`src/rtl/lstm_pkg.sv`:
```
// Shared definitions for the LSTM sequence controller: state encoding and default
// sequence geometry.
package lstm_pkg;

  localparam int NUM_DEFAULT      = 68;
  localparam int NUM_ITER_DEFAULT = 8;

  localparam logic [1:0] S_IDLE  = 2'd0;
  localparam logic [1:0] S_FEED  = 2'd1;
  localparam logic [1:0] S_LABEL = 2'd2;
  localparam logic [1:0] S_FIN   = 2'd3;

  typedef enum logic [1:0] {
    IDLE  = S_IDLE,
    FEED  = S_FEED,
    LABEL = S_LABEL,
    FIN   = S_FIN
  } state_t;

  // Counter width with a floor of one bit so degenerate sizes still elaborate
  function automatic int cnt_w(input int n);
    return (n > 1) ? $clog2(n) : 1;
  endfunction

endpackage

```
`src/rtl/lstm_seq_ctrl.sv`:
```
// Walks one LSTM input sequence: NUM feature addresses per timestep, then that
// step's label address, for NUM_ITERATIONS timesteps, using valid/ready handshakes.
//
// state | meaning
// IDLE  | waiting for start
// FEED  | issuing feature addresses base+feat
// LABEL | issuing label address iter
// FIN   | one-cycle done pulse, back to IDLE
module lstm_seq_ctrl
  import lstm_pkg::*;
#(
  parameter int WIDTH          = 32,
  parameter int NUM            = NUM_DEFAULT,
  parameter int NUM_ITERATIONS = NUM_ITER_DEFAULT
) (
  input  logic             clk,
  input  logic             rst,
  input  logic             start,
  input  logic             abort,
  output logic [WIDTH-1:0] x_addr,
  output logic             x_valid,
  input  logic             x_ready,
  output logic [WIDTH-1:0] y_addr,
  output logic             y_valid,
  input  logic             y_ready,
  output logic             step_done,
  output logic             busy,
  output logic             done
);

  localparam int FW = cnt_w(NUM);
  localparam int IW = cnt_w(NUM_ITERATIONS);
  localparam int BW = cnt_w(NUM * NUM_ITERATIONS);

  localparam logic [FW-1:0] FEAT_LAST = FW'(NUM - 1);
  localparam logic [IW-1:0] ITER_LAST = IW'(NUM_ITERATIONS - 1);
  localparam logic [BW-1:0] NUM_B     = BW'(NUM);

  state_t        state_q, state_d;
  logic [FW-1:0] feat_q, feat_d;
  logic [IW-1:0] iter_q, iter_d;
  logic [BW-1:0] base_q, base_d;

  always_ff @(posedge clk) begin
    if (!rst) begin
      state_q <= IDLE;
      feat_q  <= '0;
      iter_q  <= '0;
      base_q  <= '0;
    end else begin
      state_q <= state_d;
      feat_q  <= feat_d;
      iter_q  <= iter_d;
      base_q  <= base_d;
    end
  end

  always_comb begin
    state_d   = state_q;
    feat_d    = feat_q;
    iter_d    = iter_q;
    base_d    = base_q;
    x_addr    = '0;
    x_valid   = 1'b0;
    y_addr    = '0;
    y_valid   = 1'b0;
    step_done = 1'b0;
    busy      = 1'b0;
    done      = 1'b0;

    case (state_q)
      IDLE: begin
        if (start) begin
          state_d = FEED;
          feat_d  = '0;
          iter_d  = '0;
          base_d  = '0;
        end
      end

      FEED: begin
        busy    = 1'b1;
        x_valid = 1'b1;
        x_addr  = WIDTH'(base_q) + WIDTH'(feat_q);
        if (abort) begin
          state_d = IDLE;
        end else if (x_ready) begin
          if (feat_q == FEAT_LAST) state_d = LABEL;
          else                     feat_d  = feat_q + 1'b1;
        end
      end

      LABEL: begin
        busy    = 1'b1;
        y_valid = 1'b1;
        y_addr  = WIDTH'(iter_q);
        // abort outranks a simultaneous acceptance: no step credit is given
        if (abort) begin
          state_d = IDLE;
        end else if (y_ready) begin
          step_done = 1'b1;
          feat_d    = '0;
          base_d    = base_q + NUM_B;
          iter_d    = iter_q + 1'b1;
          state_d   = (iter_q == ITER_LAST) ? FIN : FEED;
        end
      end

      FIN: begin
        done    = 1'b1;
        state_d = IDLE;
      end

      default: state_d = IDLE;
    endcase
  end

endmodule

```
`config.mk`:
```
export PLATFORM = sky130hd
export DESIGN_NAME = lstm_seq_ctrl
export DESIGN_NICKNAME = d
export VERILOG_FILES = /design/src/rtl/lstm_pkg.sv /design/src/rtl/lstm_seq_ctrl.sv
export SDC_FILE = /design/constraint.sdc
export NUM_CORES = 1
export LEC_CHECK = 0
export ABC_CLOCK_PERIOD_IN_PS = 1900
export CAP_MARGIN = 20
export CORE_ASPECT_RATIO = 1.1
export CORE_MARGIN = 4
export CORE_UTILIZATION = 45
export CTS_CLUSTER_DIAMETER = 150
export DETAILED_ROUTE_END_ITERATION = 6
export PLACE_DENSITY = 0.88
export SLEW_MARGIN = 20
export SYNTH_ARGS = -nofsm -noshare
export SYNTH_HDL_FRONTEND = slang
export SYNTH_SLANG_ARGS = --single-unit
```
`constraint.sdc`:
```
create_clock -name clk -period 1.9 [get_ports clk]
set_input_delay 0.19 -clock clk [delete_from_list [all_inputs] [get_ports clk]]
set_output_delay 0.19 -clock clk [all_outputs]
set_load 0.02 [all_outputs]
```
* Word level (Yosys, flattened, before mapping)
Cells that the tools add are included.
Operators by class: add/subtract/negate cells 4, equality and inequality tests 14, mux-type cells 32, reductions and logical operators 7
Operators by type and width (number):
- 7-bit 2-to-1 mux | 6
- 10-bit 2-to-1 mux | 3
- 7-bit case mux with 3 select lines | 1
- 10-bit case mux with 2 select lines | 1
- 2-bit 2-to-1 mux | 7
- 3-bit 2-to-1 mux | 4
- 2-bit inequality test (second input constant) | 6
- 10-bit by 7-bit adder with 11-bit output | 1
- 11-bit 2-to-1 mux | 1
- 10-bit by 7-bit adder with 10-bit output (second input constant) | 1
- 3-bit inequality test (second input constant) | 3
- 2-bit case mux with 4 select lines | 1
- 4-bit AND reduction | 2
- 7-bit by 1-bit adder with 7-bit output (second input constant) | 1
- 7-bit equality test (second input constant) | 1
- 1-bit 2-to-1 mux | 7
- 7-bit AND reduction | 1
- 3-bit case mux with 2 select lines | 1
- 2-bit equality test (second input constant) | 2
- 3-bit by 1-bit adder with 3-bit output (second input constant) | 1
- 3-bit equality test (second input constant) | 1
- 3-bit nonzero test | 1
- 2-bit by 1-bit equality test with 1-bit output (second input constant) | 1
- 2-bit zero test | 1
- other kinds (2) | 2
Word-level totals: register bits 22, bits of input ports 6, logic and storage cells 61

* Longest topological paths before layout
Gate-level depths: netlist of the first run.
word-level depth 5, depth in mapped cells 8, gate-level depth less buffers 6

* Worst setup path after synthesis of the first run
Ideal clock, no wire load.
path type register to output, start register feat_q[3], end output port x_addr[9], arrival 1824 ps, required time 1710 ps, slack -114 ps, stages on the path, launching flop included 6, cell sequence dfxtp_1 ha_1 a211oi_1 o21a_1 or4_1 a21oi_1
On the way: word-level cells in the longest chain between the ends 2
RTL lines:
- start, declared | line lstm_seq_ctrl.sv:40 | logic [FW-1:0] feat_q, feat_d;
- start signal, assigned | line lstm_seq_ctrl.sv:52 | feat_q <= feat_d;
- 10-bit by 7-bit adder with 11-bit output | line lstm_seq_ctrl.sv:84 | x_addr = WIDTH'(base_q) + WIDTH'(feat_q);
- 11-bit 2-to-1 mux | line lstm_seq_ctrl.sv:71 | case (state_q)
- end, declared | line lstm_seq_ctrl.sv:20 | output logic [WIDTH-1:0] x_addr,
No other way between the ends.

* Final worst setup path of the first run
start register base_q[3], end output port x_addr[7]
On the way: word-level cells in the longest chain between the ends 2
RTL lines:
- start, declared | line lstm_seq_ctrl.sv:42 | logic [BW-1:0] base_q, base_d;
- start signal, assigned | line lstm_seq_ctrl.sv:54 | base_q <= base_d;
- 10-bit by 7-bit adder with 11-bit output | line lstm_seq_ctrl.sv:84
- 11-bit 2-to-1 mux | line lstm_seq_ctrl.sv:71
No other way between the ends.

==> results of run 1 <==
[Yosys cell counts, drive strengths merged (2+ instances only)]
library cell  instances  area [sq um]
a2111oi               2         42.54
a211oi                8         60.06
a21o                  3         22.52
a21oi                10         53.80
a221oi                2         17.52
a31oi                 3         18.77
and2                  8         50.05
and3                  3         18.77
and4                  2         17.52
buf                  53         390.4
clkbuf                4         15.01
dfxtp                20         400.4
ha                   14         175.2
inv                   8         30.03
mux2i                 7         73.82
nand2                14         52.55
nand2b                8         50.05
nand3                 3         15.01
nand3b                2         15.01
nand4                 3         18.77
nor2                 24         90.09
nor3                  6         30.03
nor4                  2         12.51
o21a                  2         15.01
o21ai                 8         51.30
o21bai                2         15.01
o22ai                 3         18.77
o31ai                 2         15.01
o32ai                 3         26.28
xnor2                 9         78.83
[where the power goes]
part           switching, mW  total [mW]  internal (mW)
sequential            0.0172       0.452          0.435
clock                  0.155       0.437          0.281
combinational          0.381       0.644          0.263
total                  0.553        1.53          0.979
[tightest hold or removal path, stage by stage (launching register included)]
cell and delay [ns]:
dfxtp_1 0.35, nand2_1 0.07, o22ai_1 0.06
[repair_timing]
item	in CTS	in global routing
gates resized for setup	68	40
pin swaps	7	16
setup buffers	3	9
endpoints found under the setup margin	22	21
[flip-flops by register name, indices dropped and copies added (netlist names)]
signal / count
state_q: 2
feat_q: 7
base_q: 8
iter_q: 3
[stage by stage]
stage / total power [mW] / cell area [sq um] / setup WS [ns] / utilization [%] / TNS [ns]
6_report: 1.533 / 2902 / -0.2244 / 67.22 / -0.5013
5_1_grt: 1.586 / 2902 / -0.2904 / 67.22 / -0.9143
4_1_cts: 1.445 / 2659 / -0.1962 / 61.59 / -0.3164
3_5_place_dp: 0.9938 / 2471 / -0.4764 / 57.25 / -2.401
3_3_place_gp: 0.9801 / 2471 / -0.4296 / 57.25 / -1.983
2_1_floorplan: 0.8838 / 2208 / 0.002809 / - / 0
[worst paths after layout]
path                                 start   endpoint  slack (ns)  depth (start not counted)
worst min-delay path             feat_q[0]  feat_q[0]        0.53                          2
worst max-delay path             base_q[3]  x_addr[7]       -0.22                          7
worst min register to register   feat_q[0]  feat_q[0]        0.53                          2
worst max register to register  state_q[1]  feat_q[5]        0.05                          8
[logic make-up after synthesis]
| kind of cell | count (synthesis) | synth area share (%) |
|---|---|---|
| buf+inv | 65 | 21.67 |
| mux | 8 | 4.234 |
| flops | 20 | 19.93 |
| simple gates | 81 | 20.98 |
| fa+ha+maj | 14 | 8.717 |
| compound gates | 54 | 20.36 |
| other cells | 1 | 0.1866 |
| xor+xnor | 9 | 3.923 |
[layer usage]
metal  routed length [um]  vias to the layer above  global-route usage, %
met5                    0                        -                      0
met4                  238                        0                  7.143
met3                  427                       27                  2.049
met2                 3463                      130                  35.11
met1                 2155                      993                  20.63
li1                     -                      947                      -
[final cells by class]
type,count,area (sq um)
clock inverter,1,30.03
multi-input combinational,217,1625
inverter,8,33.78
clock buffer,3,41.29
tap,54,67.56
timing repair buffer,84,683.2
fill,350,1415
sequential,20,420.4
[layout by cell type, fill, tap and decap left out, drive strengths merged, types with 3 or more instances in the layout]
cell / synthesis / routed
xnor2: 9 / 9
o32ai: 3 / 3
a31oi: 3 / 3
and2: 8 / 8
conb: 1 / 51
clkbuf: 4 / 3
a211oi: 8 / 8
mux2i: 7 / 7
nand4: 3 / 3
dfxtp: 20 / 20
nor3: 6 / 6
a21oi: 10 / 10
and3: 3 / 3
clkdlybuf4s50: 0 / 6
dlygate4sd2: 0 / 9
nand2: 14 / 14
buf: 53 / 66
o21ai: 8 / 8
nand3: 3 / 3
ha: 14 / 14
nor2: 24 / 24
a21o: 3 / 3
nand2b: 8 / 8
inv: 8 / 7
o22ai: 3 / 3
==> flow_summary_export.csv, run 1 <==
group,metric,value,unit
status,status,"finished with violations",
status,violations,"setup timing",
die,die-area,5600,sq um
worst_setup_path,cp_cell_sequence,"ha_4 > a211oi_4 > buf_6 > o21bai_4 > a21oi_2 > mux2i_1 > buf_4",
sta,rsz0062_at_grt,"yes",
routing,ant_nets,0,
yosys,synthFlopType,"dfxtp_1",
die,ios,75,
worst_setup_path,critPathRequiredTime,1.71,ns
clock_tree,cts_tree,"built",
sta,whs,0.5282,ns
sta,final-hold-violation-count,0,
worst_setup_path,slowest_delay,0.34,ns
routing,drtIter0Drc,55,
sta,worst_slack,-0.2244,ns
grt,gr-usage-all-layers,18.52,%
worst_setup_path,critPathCaptureType,"primary output",
yosys,syn-cell-area,2009,sq um
finish,layout.cells.non_filler,387,
power_and_ir_drop,peakVddDrop,0.3445,mV
worst_setup_path,cp_max_fo,3,
worst_setup_path,crit_path_start_kind,"flip-flop",
sta,clock.fmax,470.7,MHz
placement,port_buffers,24,
yosys,ys_types,50,
placement,place_inst,371,
die,die-width,71.72,um
clock_tree,root_buffer,"clkbuf_8",
yosys,syn_inst,252,
sta,setup_violations,4,
yosys,ys_seq_area_share,19.93,%
clock_tree,htree_levels,1,
clock_tree,cts.sinks,20,
clock_tree,clk_latency,0.27,ns
finish,areaGrowthSynthToFinish,44.40,%
placement,post-dp-hpwl,3.841,mm
worst_setup_path,crit_buf_inv,2,
sta,min_period,2.124,ns
finish,layout-drive-gt1-share,37.24,%
worst_setup_path,crit_slowest_cell,"dfxtp_2",
die,die_y,78.09,um
placement,gp_congestion,0.8895,
worst_setup_path,crit_arrival,1.93,ns
clock_tree,clockBufferDepth,2,
finish,nets,354,
yosys,async_flop_share,0,%
power_and_ir_drop,power_density,528.2,nW/um^2
power_and_ir_drop,p_leak,1.306,nW
grt,grt.overflow.total,0,
routing,wire_per_inst,16.24,um
yosys,ys_warn_count,0,
routing,dr_total_vias,2097,
worst_setup_path,path_class,"reg2out",
clock_tree,clkSlewWorstSetupHoldPaths,0.07,ns
grt,antenna_found_initial,0,
clock_tree,cts_hold_buf,0,
yosys,synth.avg_cell_area,7.974,sq um
clock_tree,numCtsBuffers,3,
die,start_util,46.55,%
yosys,yosys_register_bits,20,
die,fp-row-count,25,
job,max-cap-violations,0,
routing,wl,6.284,mm
hold_path,min_path_type,"reg2reg",
grt,grt_pass1_wl,8.507,mm
grt,grt_max_degree,13,
sta,timing.final.max_slew_violations,0,
grt,grt_pass1_vias,1882,
die,placeableCoreArea,4317,sq um
routing,vias_per_cell,5.419,
yosys,synth-edff-count,0,
sta,clock_skew,0.02027,ns
sta,period_share,111.8,%
routing,drc,0,
finish,diodes,0,
worst_setup_path,crit_family,"compound AO/OA/AOI/OAI gates",
routing,dr.pass1.iters,4,
No activity file was read; power rests on OpenSTA's default activity.
==> run 2, diff against run 1 <==
Settings changed: SETUP_SLACK_MARGIN set to 0.1.
==> run 2 against run 1 <==
The run still ends with setup timing left. Non-clock buffer count is 12 lower. Via count shrank 6.6%. Die area is the same. Combinational power is 2% lower. Critical endpoint is now x_addr[9]. Clock skew fell by 0.0090 ns. Clock power decreased by 1%. Sequential power about the same. Critical path type unchanged. Sequential share of layout area increased by 0.42 points.
==> flow_summary_export.csv, run 2 (synthesis gave the netlist of run 1 again) <==
group,metric,value,unit
power_and_ir_drop,internal_power,0.9686,mW
hold_path,min_from,"feat_q[0]",
clock_tree,root_buffer,"clkbuf_8",
worst_setup_path,slowest_delay,0.49,ns
grt,grt_max_degree,13,
hold_path,min_to,"feat_q[0]",
routing,dr.pass1.iters,4,
die,die-width,71.72,um
routing,wire_per_inst,15.39,um
grt,antenna_found_initial,0,
routing,wl,5.773,mm
finish,diodes,0,
placement,gp_congestion,0.8392,
sta,clock.fmax,476.1,MHz
routing,drtIter0Drc,141,
worst_setup_path,cp_cell_sequence,"ha_4 > o21ai_2 > o21a_1 > or4_4 > a21oi_4 > buf_6",
clock_tree,clkSlewWorstSetupHoldPaths,0.08,ns
sta,period_share,110.5,%
clock_tree,cts_hold_buf,0,
die,ios,75,
clock_tree,clk_latency,0.27,ns
worst_setup_path,crit_slowest_cell,"or4_4",
power_and_ir_drop,power_density,543.0,nW/um^2
placement,port_buffers,24,
finish,largest_reg_flops,8,
grt,grt.overflow.total,0,
worst_setup_path,crit_buf_inv,1,
sta,timing.final.max_slew_violations,0,
worst_setup_path,reg2reg_depth,8,
power_and_ir_drop,p_comb_share,41.6,%
grt,grt_pass1_vias,1940,
finish,layout-drive-gt1-share,35.51,%
routing,vias_per_cell,5.221,
power_and_ir_drop,p_leak,1.201,nW
power_and_ir_drop,power_frac_clock,28.6,%
routing,drc,0,
worst_setup_path,cp_max_fo,3,
routing,dr_total_vias,1958,
power_and_ir_drop,swShare,35.98,%
grt,grt_pass1_wl,8.914,mm
power_and_ir_drop,peakVddDrop,0.3178,mV
finish,largest-register,"base_q",
worst_setup_path,crit_family,"simple AND/OR/NAND/NOR gates",
sta,clock_skew,0.01131,ns
sta,whs,0.5182,ns
die,die-area,5600,sq um
clock_tree,numCtsBuffers,3,
finish,final_util,64.55,%
hold_path,whs_path_depth,2,
clock_tree,cts.sinks,20,
finish,final_cell_mix,"51 x conb_1, 51 x buf_4, 23 x nor2_1",
grt,gr-usage-all-layers,19.49,%
clock_tree,htree_levels,1,
die,start_util,46.55,%
hold_path,min_path_type,"reg2reg",
power_and_ir_drop,seq_power_share,29.8,%
sta,rsz0062_at_grt,"yes",
worst_setup_path,crit_path_start_kind,"flip-flop",
placement,post-dp-hpwl,3.944,mm
worst_setup_path,r2r_start,"state_q[1]",
routing,ant_nets,0,
finish,areaGrowthSynthToFinish,38.67,%
worst_setup_path,reg2reg_to,"feat_q[4]",
status,status,"finished with violations",
worst_setup_path,critPathRequiredTime,1.71,ns
clock_tree,cts_tree,"built",
clock_tree,clockBufferDepth,2,
sta,worst_slack,-0.2004,ns
sta,setup_violations,4,
sta,min_period,2.100,ns
die,die_y,78.09,um
die,fp-row-count,25,
worst_setup_path,rrSetupSlack,0.13,ns
worst_setup_path,crit_arrival,1.91,ns
worst_setup_path,path_class,"reg2out",
die,placeableCoreArea,4317,sq um
job,max-cap-violations,0,
status,violations,"setup timing",
power_and_ir_drop,p_switching,0.5443,mW
sta,final-hold-violation-count,0,
finish,largestRegisters,"base_q: 8 flops, feat_q: 7 flops, iter_q: 3 flops",
worst_setup_path,critPathCaptureType,"primary output",
finish,nets,342,
## run 2: changes by cell type in the layout (fill, tap and decap cells not counted), moves of 2 or more
cell	previous run	this run
buf_4	61	51
dfxtp_1	8	12
dfxtp_2	10	6
a211oi_2	0	2
buf_6	4	2
clkdlybuf4s15_1	0	2
dlygate4sd2_1	9	7
dlymetal6s2s_1	2	0
ha_4	5	7
## run 2: power groups by stage
| stage | sequential [mW] | combinational (mW) | clock [mW] |
|---|---|---|---|
| finish | 0.451 | 0.629 | 0.432 |
| global route | 0.453 | 0.676 | 0.452 |
| CTS | 0.451 | 0.576 | 0.432 |
| detailed placement | 0.458 | 0.540 | 0 |
| global placement | 0.456 | 0.526 | 0 |
| floorplan | 0.456 | 0.431 | 0 |
## run 2: what timing repair did
action                                  CTS  global route
gates resized for setup                  81            24
pin swaps                                 8            12
endpoints found under the setup margin   27            24
buffers inserted                          3             2
## run 2: worst min-delay path, delay by kind of cell (launching register included)
kind               cells  cell delay, ns
DFF                    1            0.34
AOI/OAI and AO/OA      1            0.06
and+or+nand+nor        1            0.06
## run 2: final cells by class
class                   instances  area [sq um]
inverters                       8         33.78
repair buffers                 72         588.1
flip-flops and latches         20         415.4
well taps                      54         67.56
multi-input cells             217          1610
clock inverters                 1         30.03
clock buffers                   3         41.29
fillers                       361          1530
## run 2: per-layer routing
metal	track usage, %	wire length [um]	vias up
li1	-	-	931
met1	21.79	1986	914
met2	36.40	3209	93
met3	2.305	395	20
met4	8.271	181	0
met5	0	0	-
## run 2: worst max-delay path by stage
stage	cells after the start	to	startpoint	slack (ns)
after floorplan	5	x_addr[9]	feat_q[4]	0.06
after global placement	6	x_addr[9]	feat_q[4]	-0.41
after detailed placement	6	x_addr[9]	feat_q[5]	-0.44
after CTS	6	x_addr[9]	feat_q[5]	-0.21
after global routing	6	x_addr[9]	feat_q[5]	-0.25
final	6	x_addr[9]	feat_q[5]	-0.20
## run 2: per-stage QoR
stage          total power [mW]  TNS [ns]  cell area [sq um]  setup slack, ns  std cells
6_report                  1.513   -0.4043               2786          -0.2004        375
5_1_grt                   1.581   -0.6851               2786          -0.2475        375
4_1_cts                   1.460   -0.3081               2695          -0.2121        373
3_5_place_dp             0.9980    -2.152               2477          -0.4429        366
3_3_place_gp             0.9820    -1.736               2477          -0.4125        366
2_1_floorplan            0.8869         0               2240          0.05600        302
==> run 3, diff against run 2 <==
Settings changed: CORE_MARGIN 4 to 2.
==> run 3 against run 2 <==
The run still ends with setup timing left. First-iteration DRC count fell by 38%. Utilization rose by 1.2 points. Wire length up 2.3%. Fmax decreased by 1.1%. Global-route usage grew 2.8 points. Via count is 1.8% higher. Sequential power about the same. Clock power rose by 2%. Register-to-register slack worse by 0.05 ns. Final area rose by 1.1%. Clock-buffer cell count unchanged. Sequential share of layout area decreased by 0.20 points. Largest cell class unchanged.
==> flow_summary_export.csv, run 3 (synthesis gave the netlist of run 1 again) <==
group,metric,value,unit
placement,preCtsSetupSlack,-0.4649,ns
status,violations,"setup timing",
routing,vias_per_cell,5.317,
sta,timing.final.max_slew_violations,0,
sta,whs,0.5142,ns
hold_path,min_path_type,"reg2reg",
routing,dr.pass1.iters,4,
finish,diodes,0,
placement,gp_congestion,0.9108,
routing,dr_total_vias,1994,
worst_setup_path,critPathRequiredTime,1.71,ns
worst_setup_path,path_class,"reg2out",
sta,worst_slack,-0.2242,ns
worst_setup_path,crit_arrival,1.93,ns
clock_tree,root_buffer,"clkbuf_8",
clock_tree,clkSlewWorstSetupHoldPaths,0.09,ns
sta,min_period,2.124,ns
placement,post-dp-hpwl,3.712,mm
sta,setup_violations,3,
power_and_ir_drop,power,1.525,mW
finish,nets,342,
finish,layout-drive-gt1-share,35.83,%
grt,grt_max_degree,13,
clock_tree,htree_levels,1,
sta,rsz0062_at_grt,"yes",
grt,grt_pass1_wl,8.500,mm
sta,clock_skew,0.01592,ns
die,ios,75,
die,die-width,67.72,um
power_and_ir_drop,peakVddDrop,0.3169,mV
routing,wl,5.906,mm
grt,antenna_found_initial,0,
routing,drc,0,
worst_setup_path,crit_path_start_kind,"flip-flop",
grt,grt_pass1_vias,1934,
clock_tree,clockBufferDepth,2,
clock_tree,cts_tree,"built",
die,fp-row-count,25,
clock_tree,clk_latency,0.28,ns
power_and_ir_drop,p_leak,1.235,nW
routing,drtIter0Drc,88,
finish,final_cell_mix,"52 x buf_4, 51 x conb_1, 21 x nor2_1",
worst_setup_path,cp_max_fo,5,
die,die_y,74.09,um
clock_tree,cts_hold_buf,0,
status,status,"finished with violations",
power_and_ir_drop,power_density,541.5,nW/um^2
grt,gr-usage-all-layers,22.31,%
die,start_util,46.89,%
die,placeableCoreArea,4285,sq um
job,max-cap-violations,0,
finish,areaGrowthSynthToFinish,40.16,%
worst_setup_path,critPathCaptureType,"primary output",
clock_tree,numCtsBuffers,3,
sta,period_share,111.8,%
finish,layout.cells.non_filler,375,
finish,final_util,65.72,%
sta,final-hold-violation-count,0,
routing,ant_nets,0,
sta,clock.fmax,470.8,MHz
clock_tree,cts.sinks,20,
finish,final_common_cell,"buf_4",
placement,place_inst,363,
placement,port_buffers,24,
routing,wire_per_inst,15.75,um
finish,largest-register,"base_q",
grt,grt.overflow.total,0,
finish,largest_reg_flops,8,
finish,largestRegisters,"base_q: 8 flops, feat_q: 7 flops, iter_q: 3 flops",
die,die-area,5017,sq um
run 3: path summary, 6_finish.rpt:
kind | start | end | slack [ns] | cells past startpoint
setup / recovery | feat_q[6] | x_addr[9] | -0.22 | 6
hold / removal | feat_q[0] | feat_q[0] | 0.51 | 2
setup reg to reg | feat_q[5] | state_q[1] | 0.08 | 5
hold reg to reg | feat_q[0] | feat_q[0] | 0.51 | 2
run 3: worst max-delay path, cell delays in order (launching register included):
cell and delay [ns]:
dfxtp_1 0.37, ha_1 0.31, nor2_1 0.09, o21a_1 0.12, or4_4 0.49, a21oi_4 0.14
buf_6 0.13
run 3: metal layers:
| metal | wire length (um) | track usage [%] | up-vias |
|---|---|---|---|
| met3 | 413 | 3.631 | 28 |
| met2 | 3235 | 40.74 | 119 |
| met5 | 0 | 0 | - |
| li1 | - | - | 930 |
| met1 | 1959 | 22.70 | 917 |
| met4 | 297 | 15.87 | 0 |
run 3: cell type report:
| type | count | area [sq um] |
|---|---|---|
| multi-input cells | 217 | 1654 |
| inverters | 8 | 33.78 |
| fillers | 347 | 1469 |
| flip-flops and latches | 20 | 414.1 |
| well taps | 54 | 67.56 |
| clock inverters | 1 | 30.03 |
| clock buffers | 3 | 41.29 |
| repair buffers | 72 | 575.6 |
run 3: power by group:
group,total [mW],switching [mW],internal [mW]
clock,0.439,0.157,0.282
combinational,0.635,0.389,0.246
sequential,0.451,0.0171,0.434
run 3: stage by stage:
| stage | cell area (sq um) | TNS (ns) |
|---|---|---|
| 2_1_floorplan | 2240 | 0 |
| 5_1_grt | 2816 | -0.7568 |
| 3_3_place_gp | 2442 | -1.709 |
| 6_report | 2816 | -0.5054 |
| 4_1_cts | 2670 | -0.5901 |
| 3_5_place_dp | 2442 | -2.090 |
run 3: timing repair:
action / CTS / global route
setup buffers: 8 / 1
endpoints found under the setup margin: 32 / 22
pin swaps: 13 / 16
gates resized for setup: 71 / 34
